`src/rtl/dsi_pattern_gen_pkg.sv`:
```
// Shared definitions for the DSI test-pattern generator: register map,
// pattern mode and state encodings, colour constants and the bar palette.
package dsi_pattern_gen_pkg;

  localparam logic [3:0] REG_PG_CTL    = 4'h0;
  localparam logic [3:0] REG_PG_XSIZE  = 4'h1;
  localparam logic [3:0] REG_PG_YSIZE  = 4'h2;
  localparam logic [3:0] REG_PG_COLOR  = 4'h3;
  localparam logic [3:0] REG_PG_STATUS = 4'h4;

  typedef enum logic [1:0] {
    PG_MODE_COLORBAR = 2'd0,
    PG_MODE_CHECKER  = 2'd1,
    PG_MODE_GRADIENT = 2'd2,
    PG_MODE_SOLID    = 2'd3
  } pg_mode_e;

  typedef enum logic [1:0] {
    PG_ST_IDLE  = 2'd0,
    PG_ST_WAIT  = 2'd1,
    PG_ST_VSYNC = 2'd2,
    PG_ST_IMAGE = 2'd3
  } pg_state_e;

  localparam logic [23:0] PG_BLACK   = 24'h000000;
  localparam logic [23:0] PG_WHITE   = 24'hFFFFFF;
  localparam logic [23:0] PG_RED     = 24'hFF0000;
  localparam logic [23:0] PG_GREEN   = 24'h00FF00;
  localparam logic [23:0] PG_BLUE    = 24'h0000FF;
  localparam logic [23:0] PG_YELLOW  = 24'hFFFF00;
  localparam logic [23:0] PG_CYAN    = 24'h00FFFF;
  localparam logic [23:0] PG_MAGENTA = 24'hFF00FF;
  localparam logic [23:0] PG_GREY    = 24'h808080;

  // Eight-entry colour-bar palette, indexed by the bar number.
  function automatic logic [23:0] pg_bar_color(input logic [2:0] idx);
    logic [23:0] c;
    case (idx)
      3'd0:    c = PG_RED;
      3'd1:    c = PG_GREEN;
      3'd2:    c = PG_BLUE;
      3'd3:    c = PG_YELLOW;
      3'd4:    c = PG_CYAN;
      3'd5:    c = PG_MAGENTA;
      3'd6:    c = PG_GREY;
      default: c = PG_BLACK;
    endcase
    return c;
  endfunction

endpackage

```
`src/rtl/dsi_pattern_pixel.sv`:
```
// Combinational colour for one pixel at (x, y) under the frame's shadowed
// configuration. Pixels beyond the last x index pad a partial word in black.
module dsi_pattern_pixel
  import dsi_pattern_gen_pkg::*;
#(
  parameter int g_bar_shift = 6
) (
  input  logic [12:0] x,
  input  logic [11:0] y,
  input  pg_mode_e    mode,
  input  logic        border_en,
  input  logic [23:0] color,
  input  logic [11:0] xsize,
  input  logic [11:0] ysize,
  output logic [23:0] pixel
);

  logic [12:0] xlast_s;
  logic        on_border_s;

  assign xlast_s     = {1'b0, xsize};
  assign on_border_s = (x == 13'd0) || (y == 12'd0) || (x == xlast_s) || (y == ysize);

  // Priority: pad, border, then the selected pattern.
  always_comb begin
    pixel = PG_BLACK;
    if (x > xlast_s) begin
      pixel = PG_BLACK;
    end else if (border_en && on_border_s) begin
      pixel = PG_WHITE;
    end else begin
      case (mode)
        PG_MODE_COLORBAR: pixel = pg_bar_color(x[g_bar_shift+2:g_bar_shift]);
        PG_MODE_CHECKER:  pixel = (x[g_bar_shift] ^ y[g_bar_shift]) ? color : PG_BLACK;
        PG_MODE_GRADIENT: pixel = {x[7:0], x[7:0], x[7:0]};
        PG_MODE_SOLID:    pixel = color;
        default:          pixel = PG_BLACK;
      endcase
    end
  end

endmodule

```
`src/rtl/dsi_pattern_gen.sv`:
```
// Multi-pixel-per-clock test-pattern source for the DSI packer. Host
// configuration is copied into shadow registers at frame start so that
// writes during a frame only take effect on the following frame.
module dsi_pattern_gen
  import dsi_pattern_gen_pkg::*;
#(
  parameter int g_pixels_per_clock = 1,
  parameter int g_bar_shift        = 6
) (
  input  logic                            clk_i,
  input  logic                            rst_n_i,
  input  logic [3:0]                      host_a_i,
  input  logic [31:0]                     host_d_i,
  output logic [31:0]                     host_d_o,
  input  logic                            host_wr_i,
  output logic                            fifo_empty_o,
  input  logic                            fifo_rd_i,
  output logic [24*g_pixels_per_clock-1:0] fifo_pixels_o,
  output logic                            pix_vsync_o,
  input  logic                            pix_next_frame_i,
  output logic                            test_en_o
);

  localparam int          W   = 24 * g_pixels_per_clock;
  localparam logic [12:0] P13 = 13'(g_pixels_per_clock);

  logic [3:0]  ctl_r;
  logic [11:0] xsize_r;
  logic [11:0] ysize_r;
  logic [23:0] color_r;
  logic [15:0] frame_cnt_r;

  pg_mode_e    sh_mode_r;
  logic        sh_border_r;
  logic [23:0] sh_color_r;
  logic [11:0] sh_xsize_r;
  logic [11:0] sh_ysize_r;

  pg_state_e   state_r;
  pg_state_e   next_state_s;
  logic [12:0] xcnt_r;
  logic [11:0] ycnt_r;
  logic        vsync_r;
  logic [W-1:0] pixels_r;
  logic [31:0] host_d_r;

  logic         ctl_wr_s;
  logic         en_s;
  logic         pop_s;
  logic         line_end_s;
  logic         frame_end_s;
  logic         start_frame_s;
  logic [W-1:0] word_s;
  logic         unused_host_d_s;

  // A CTL write acts on the same edge that stores it, so a disable never
  // lets one more frame-start or pixel through.
  assign ctl_wr_s      = host_wr_i && (host_a_i == REG_PG_CTL);
  assign en_s          = ctl_wr_s ? host_d_i[0] : ctl_r[0];
  assign pop_s         = fifo_rd_i && (state_r == PG_ST_IMAGE);
  assign line_end_s    = (xcnt_r + P13 - 13'd1) >= {1'b0, sh_xsize_r};
  assign frame_end_s   = pop_s && line_end_s && (ycnt_r == sh_ysize_r);
  assign start_frame_s = (state_r == PG_ST_WAIT) && (next_state_s == PG_ST_VSYNC);
  assign unused_host_d_s = ^host_d_i[31:24];

  assign fifo_empty_o  = (state_r != PG_ST_IMAGE);
  assign fifo_pixels_o = pixels_r;
  assign pix_vsync_o   = vsync_r;
  assign host_d_o      = host_d_r;
  assign test_en_o     = ctl_r[0];

  for (genvar k = 0; k < g_pixels_per_clock; k++) begin : g_pix
    logic [12:0] x_s;
    assign x_s = xcnt_r + 13'(k);
    dsi_pattern_pixel #(.g_bar_shift(g_bar_shift)) u_pixel (
      .x         (x_s),
      .y         (ycnt_r),
      .mode      (sh_mode_r),
      .border_en (sh_border_r),
      .color     (sh_color_r),
      .xsize     (sh_xsize_r),
      .ysize     (sh_ysize_r),
      .pixel     (word_s[24*k +: 24])
    );
  end

  // Frame sequencing; a cleared enable overrides every transition.
  always_comb begin
    next_state_s = state_r;
    if (!en_s) begin
      next_state_s = PG_ST_IDLE;
    end else begin
      case (state_r)
        PG_ST_IDLE:  next_state_s = PG_ST_WAIT;
        PG_ST_WAIT:  next_state_s = pix_next_frame_i ? PG_ST_VSYNC : PG_ST_WAIT;
        PG_ST_VSYNC: next_state_s = pix_next_frame_i ? PG_ST_VSYNC : PG_ST_IMAGE;
        PG_ST_IMAGE: next_state_s = frame_end_s ? PG_ST_WAIT : PG_ST_IMAGE;
        default:     next_state_s = PG_ST_IDLE;
      endcase
    end
  end

  // State register.
  always_ff @(posedge clk_i or negedge rst_n_i) begin
    if (!rst_n_i) begin
      state_r <= PG_ST_IDLE;
    end else begin
      state_r <= next_state_s;
    end
  end

  // Host-programmable registers; STATUS and unmapped addresses are read-only.
  always_ff @(posedge clk_i or negedge rst_n_i) begin
    if (!rst_n_i) begin
      ctl_r   <= 4'd0;
      xsize_r <= 12'd0;
      ysize_r <= 12'd0;
      color_r <= 24'd0;
    end else if (host_wr_i) begin
      case (host_a_i)
        REG_PG_CTL:   ctl_r   <= host_d_i[3:0];
        REG_PG_XSIZE: xsize_r <= host_d_i[11:0];
        REG_PG_YSIZE: ysize_r <= host_d_i[11:0];
        REG_PG_COLOR: color_r <= host_d_i[23:0];
        default:      ;
      endcase
    end
  end

  // Shadow copy of the configuration taken at the vsync handshake.
  always_ff @(posedge clk_i or negedge rst_n_i) begin
    if (!rst_n_i) begin
      sh_mode_r   <= PG_MODE_COLORBAR;
      sh_border_r <= 1'b0;
      sh_color_r  <= 24'd0;
      sh_xsize_r  <= 12'd0;
      sh_ysize_r  <= 12'd0;
    end else if (start_frame_s) begin
      sh_mode_r   <= pg_mode_e'(ctl_r[2:1]);
      sh_border_r <= ctl_r[3];
      sh_color_r  <= color_r;
      sh_xsize_r  <= xsize_r;
      sh_ysize_r  <= ysize_r;
    end
  end

  // Raster position of the next word to be popped.
  always_ff @(posedge clk_i or negedge rst_n_i) begin
    if (!rst_n_i) begin
      xcnt_r <= 13'd0;
      ycnt_r <= 12'd0;
    end else if ((state_r == PG_ST_IDLE) || (next_state_s == PG_ST_IDLE) || start_frame_s) begin
      xcnt_r <= 13'd0;
      ycnt_r <= 12'd0;
    end else if (pop_s) begin
      if (line_end_s) begin
        xcnt_r <= 13'd0;
        ycnt_r <= (ycnt_r == sh_ysize_r) ? 12'd0 : ycnt_r + 12'd1;
      end else begin
        xcnt_r <= xcnt_r + P13;
      end
    end
  end

  // Completed-frame counter; survives disable, wraps at 16 bits.
  always_ff @(posedge clk_i or negedge rst_n_i) begin
    if (!rst_n_i) begin
      frame_cnt_r <= 16'd0;
    end else if (frame_end_s && en_s) begin
      frame_cnt_r <= frame_cnt_r + 16'd1;
    end
  end

  // Packer-facing outputs: vsync tracks VSYNC, pixel word loads on a pop.
  always_ff @(posedge clk_i or negedge rst_n_i) begin
    if (!rst_n_i) begin
      vsync_r  <= 1'b0;
      pixels_r <= {W{1'b0}};
    end else begin
      vsync_r <= (next_state_s == PG_ST_VSYNC);
      if (!en_s) begin
        pixels_r <= {W{1'b0}};
      end else if (pop_s) begin
        pixels_r <= word_s;
      end
    end
  end

  // Registered host read-back.
  always_ff @(posedge clk_i or negedge rst_n_i) begin
    if (!rst_n_i) begin
      host_d_r <= 32'd0;
    end else begin
      case (host_a_i)
        REG_PG_CTL:    host_d_r <= {28'd0, ctl_r};
        REG_PG_XSIZE:  host_d_r <= {20'd0, xsize_r};
        REG_PG_YSIZE:  host_d_r <= {20'd0, ysize_r};
        REG_PG_COLOR:  host_d_r <= {8'd0, color_r};
        REG_PG_STATUS: host_d_r <= {14'd0, state_r, frame_cnt_r};
        default:       host_d_r <= 32'd0;
      endcase
    end
  end

endmodule

```
`config.mk`:
```
export PLATFORM = sky130hd
export DESIGN_NAME = dsi_pattern_gen
export DESIGN_NICKNAME = d
export VERILOG_FILES = /design/src/rtl/dsi_pattern_gen_pkg.sv /design/src/rtl/dsi_pattern_pixel.sv /design/src/rtl/dsi_pattern_gen.sv
export SDC_FILE = /design/constraint.sdc
export NUM_CORES = 1
export LEC_CHECK = 0
export BUFFER_PORTS_ARGS = -buffer_cell sky130_fd_sc_hd__buf_4
export CAP_MARGIN = 10
export CORE_ASPECT_RATIO = 1.1
export CORE_MARGIN = 4
export CORE_UTILIZATION = 35
export CTS_BUF_LIST = sky130_fd_sc_hd__clkbuf_16
export CTS_CLUSTER_DIAMETER = 80
export CTS_CLUSTER_SIZE = 24
export DETAILED_ROUTE_END_ITERATION = 10
export HOLD_SLACK_MARGIN = 0.03
export PLACE_DENSITY = 0.6
export RECOVER_POWER = 25
export SLEW_MARGIN = 30
export SYNTH_ARGS = -nofsm -noshare
export SYNTH_HDL_FRONTEND = slang
export SYNTH_SLANG_ARGS = --single-unit
```
`constraint.sdc`:
```
create_clock -name clk_i -period 12.5 [get_ports clk_i]
set_input_delay 3.75 -clock clk_i [delete_from_list [all_inputs] [get_ports clk_i]]
set_output_delay 3.75 -clock clk_i [all_outputs]
set_load 0.01 [all_outputs]
```
==> qor.log <==
[outcome] status finished, violations left
[outcome] failing checks max-capacitance violations, max-slew violations
[timing] min cycle time layout 8.49 ns
[cells_and_area] # diodes 0
[route] number of nets with antenna violations after routing 0
[timing] number of hold violations in the final report 0
[min_path] hold wc startpoint fifo_pixels_o[7]
[power] sw power 0.574 mW
[logic_synthesis] area fraction of the dominant cell type after synthesis 0.502
[min_path] path type of the worst min-delay path register to register
[timing] final worst-path cycle share 0.679
[logic_synthesis] number of unique standard cell types used by synthesis 59
[timing] max-slew violation total from the final report 117
[route] wire length per cell after detailed routing 19.8 um
[power] design internal power 1.21 mW
[worst_setup_path] worst path arrival time 8.99 ns
[power] P per Cell Area 159 nW/um^2
[power] Switching Fraction 0.322
[timing] final setup slack of the worst path 4.01 ns
[logic_synthesis] number of flops mapped to enable cells by yosys 0
[logic_synthesis] most frequent cells after synthesis sky130_fd_sc_hd__dfrtp_1 (195), sky130_fd_sc_hd__nand2_1 (104), sky130_fd_sc_hd__mux2_2 (92)
[power] leakage power figure 5.04 nW
[timing] relative slew slack -1.11
[clock_network] register clock-pin slew on the reported worst setup and hold paths 0.08 ns
[power] share of power burned in combinational logic 0.213
[route] residual DRC count 0
[timing] achievable clock frequency 118 MHz
[clock_network] clock buffers created by TritonCTS 17
[power] total chip power 1.78 mW
[global_routing] GRT Util Overall 0.175
[placement] GP Congestion 0.878
[cells_and_area] share of layout cells above drive strength 1 0.242
[power] Sequential Power Share 0.477
[clock_network] clock insertion delay at the later pin of the skew report 0.44 ns
[floorplan] total I/O pin count 100
[worst_setup_path] Setup crit start kind input pin
[route] mean number of vias per cell 5.54
[cells_and_area] nets@finish 1034
[timing] summed negative setup slack over all endpoints 0 ns
[cells_and_area] Area growth, synth to finish 15.6%
[logic_synthesis] post-synthesis sequential area ratio 0.502
[worst_setup_path] type of destination of the critical path async pin
[worst_setup_path] slack of the worst reg-to-reg path 6.65 ns
[logic_synthesis] commonest register cell after synthesis sky130_fd_sc_hd__dfrtp_1
[clock_network] root buf cell sky130_fd_sc_hd__clkbuf_16
[logic_synthesis] dominant cell by count in the synthesized netlist sky130_fd_sc_hd__dfrtp_1
[min_path] worst hold path stage count 2
[timing] Setup-failing EPs final 0
[timing] RSZ-0062 raised after global routing false
[clock_network] hold bufs inserted after CTS 0
[worst_setup_path] FF-to-FF path depth 17
[worst_setup_path] Critical R2R Launch xcnt_r[1]
[placement] pre-CTS setup slack 5.54 ns
[timing] worst-case clock skew 0.0140 ns
[job] Max Cap Viol 2
[global_routing] first-pass GRT wire length 42300 um
[min_path] destination of the worst hold path fifo_pixels_o[7]
[clock_network] clock sinks 195
[floorplan] row cnt 63
[power] clock group share of total power 0.310
[clock_network] CTS tree yes
[worst_setup_path] worst reg2reg path endpoint ycnt_r[11]
[logic_synthesis] Syn. warnings 0
[cells_and_area] final design area excluding fillers 11200 sq um
[logic_synthesis] leading post-synthesis cells by cell area sky130_fd_sc_hd__dfrtp_1 (50%), sky130_fd_sc_hd__mux2_2 (11%), sky130_fd_sc_hd__nand2_1 (4.0%)
[global_routing] grt ovf 0
[placement] Area after DPL 10700 sq um
[worst_setup_path] Max Fanout on Critical Path 82
[worst_setup_path] CP required 13.00 ns
[floorplan] Initial Util 0.358
[timing] transition at the pin with the smallest max-transition slack 3.17 ns
[logic_synthesis] Gate Count Post-Synth 914
[floorplan] Std-Cell Core Area 27200 sq um
[floorplan] height of the die 183 um
[clock_network] maximum level of the CTS H-tree 4
[route] Initial DRT Pass Iterations 5
[clock_network] number of gates resized after CTS 0
[route] number of violations reported at the end of detailed-routing iteration 0 625
[worst_setup_path] category of the most critical setup path input pin to async pin
[logic_synthesis] cell accounting for the most synthesized area sky130_fd_sc_hd__dfrtp_1
[placement] port bufs 83
[floorplan] die area 30500 sq um
[route] total detailed-routing wirelength 26400 um
[logic_synthesis] share of synthesized registers carrying an async set or reset 1.00
[clock_network] maximum count of clock buffers along a single path 2
[route] via count 7397
[global_routing] largest net degree at the start of global routing 115
[timing] Fin Hold WS 0.483 ns
[clock_network] number of buffers inserted by post-CTS setup repair 0
[power] Peak supply drop 0.000105 V
[floorplan] die width 167 um
[logic_synthesis] count of state elements after synthesis 195
[global_routing] antenna violations before repair 0
[global_routing] via count of the first global-routing pass 7302
[placement] HPWL after detailed placement 18200 um
[logic_synthesis] mean cell area of the mapped netlist 10.6 sq um
[logic_synthesis] cell area after technology mapping 9730 sq um
[placed cells by master (no fill, tap or decap), types with 4 or more instances in the layout]
cell                        instances
sky130_fd_sc_hd__a21oi_1           39
sky130_fd_sc_hd__nand3b_1           7
sky130_fd_sc_hd__nand2_1          104
sky130_fd_sc_hd__or3_1              6
sky130_fd_sc_hd__inv_6              5
sky130_fd_sc_hd__nor4_1            13
sky130_fd_sc_hd__mux2_2            92
sky130_fd_sc_hd__mux2i_1            4
sky130_fd_sc_hd__o22ai_1           13
sky130_fd_sc_hd__clkbuf_16         17
sky130_fd_sc_hd__and4_1             7
sky130_fd_sc_hd__nand4_1           18
sky130_fd_sc_hd__dfrtp_1          195
sky130_fd_sc_hd__conb_1             8
sky130_fd_sc_hd__a22oi_1            4
sky130_fd_sc_hd__nand3_1           19
sky130_fd_sc_hd__nor3_1            12
sky130_fd_sc_hd__ha_1              28
sky130_fd_sc_hd__a31oi_1            7
sky130_fd_sc_hd__o21ai_0           51
sky130_fd_sc_hd__a221oi_1          22
sky130_fd_sc_hd__inv_1             18
sky130_fd_sc_hd__xnor2_1           23
sky130_fd_sc_hd__and3_1            16
sky130_fd_sc_hd__a211oi_1           6
sky130_fd_sc_hd__nor2_1            28
sky130_fd_sc_hd__a222oi_1          12
sky130_fd_sc_hd__o21a_1             5
sky130_fd_sc_hd__a22o_1             6
sky130_fd_sc_hd__xor2_1            20
sky130_fd_sc_hd__buf_4             94
sky130_fd_sc_hd__and2_1            13
sky130_fd_sc_hd__nor2b_1            6
[power by group through the flow]
| stage | Clock, mW | Sequential (mW) | Combinational, mW |
|---|---|---|---|
| 3_3_place_gp | 0 | 0.859 | 0.365 |
| 4_1_cts | 0.562 | 0.851 | 0.379 |
| 5_1_grt | 0.587 | 0.866 | 0.425 |
| 2_1_floorplan | 0 | 0.814 | 0.269 |
| 6_report | 0.554 | 0.852 | 0.379 |
| 3_5_place_dp | 0 | 0.863 | 0.375 |
[how the worst max path moves through the flow]
stage / startpoint / endpoint / cells past startpoint
6_report: rst_n_i / color_r[17] / 3
5_1_grt: rst_n_i / ctl_r[3] / 3
4_1_cts: host_a_i[0] / fifo_pixels_o[21] / 10
3_5_place_dp: host_a_i[0] / fifo_pixels_o[21] / 10
3_3_place_gp: host_a_i[0] / fifo_pixels_o[23] / 10
2_1_floorplan: host_a_i[0] / sh_border_r / 6
[stage by stage]
stage                     cells  utilization
final                      1334        0.413
after global routing       1334        0.413
after CTS                  1333        0.414
after detailed placement   1302        0.392
after global placement     1302        0.391
after floorplan             921            -
[routing by layer]
layer,share of wire,wire length (um),up-vias,GRT usage
met5,0,0,-,0
met1,0.47,12300,3746,0.245
met2,0.46,12200,196,0.275
met4,0.031,818,0,0.0674
li1,-,-,3413,-
met3,0.042,1110,42,0.0259
[flip-flops by register name, indices dropped and copies added (netlist names)]
name / count
sh_color_r: 24
ysize_r: 12
sh_ysize_r: 12
sh_xsize_r: 12
sh_border_r: 1
pix_vsync_o: 1
color_r: 24
fifo_pixels_o: 24
ycnt_r: 12
frame_cnt_r: 16
ctl_r: 4
sh_mode_r: 2
xsize_r: 12
xcnt_r: 13
state_r: 2
host_d_o: 24
[critical path: stages]
cell	delay (ns)
sky130_fd_sc_hd__clkbuf_1	2.20
sky130_fd_sc_hd__clkbuf_1	2.21
sky130_fd_sc_hd__buf_6	0.74
[cell type report]
type / instances / area (sq um)
clock buffer: 17 / 425
clock inverter: 14 / 161
fill: 2631 / 16000
inverter: 19 / 71.3
multi-input combinational: 635 / 4540
sequential: 195 / 4880
tap: 357 / 447
timing repair buffer: 97 / 724
[cells by family (layout without fill, tap and decap cells)]
kind of cell | Yosys count | in the layout | synth area share
other | 1 | 8 | 0.000385
adder cells (fa/ha/maj) | 28 | 28 | 0.0360
flip-flops | 195 | 195 | 0.502
AO/OA/AOI/OAI | 188 | 188 | 0.129
XOR/XNOR | 44 | 44 | 0.0396
buffers and inverters | 91 | 147 | 0.0403
AND/OR/NAND/NOR | 271 | 271 | 0.143
multiplexers | 96 | 96 | 0.111
No activity file was read; power rests on OpenSTA's default activity.
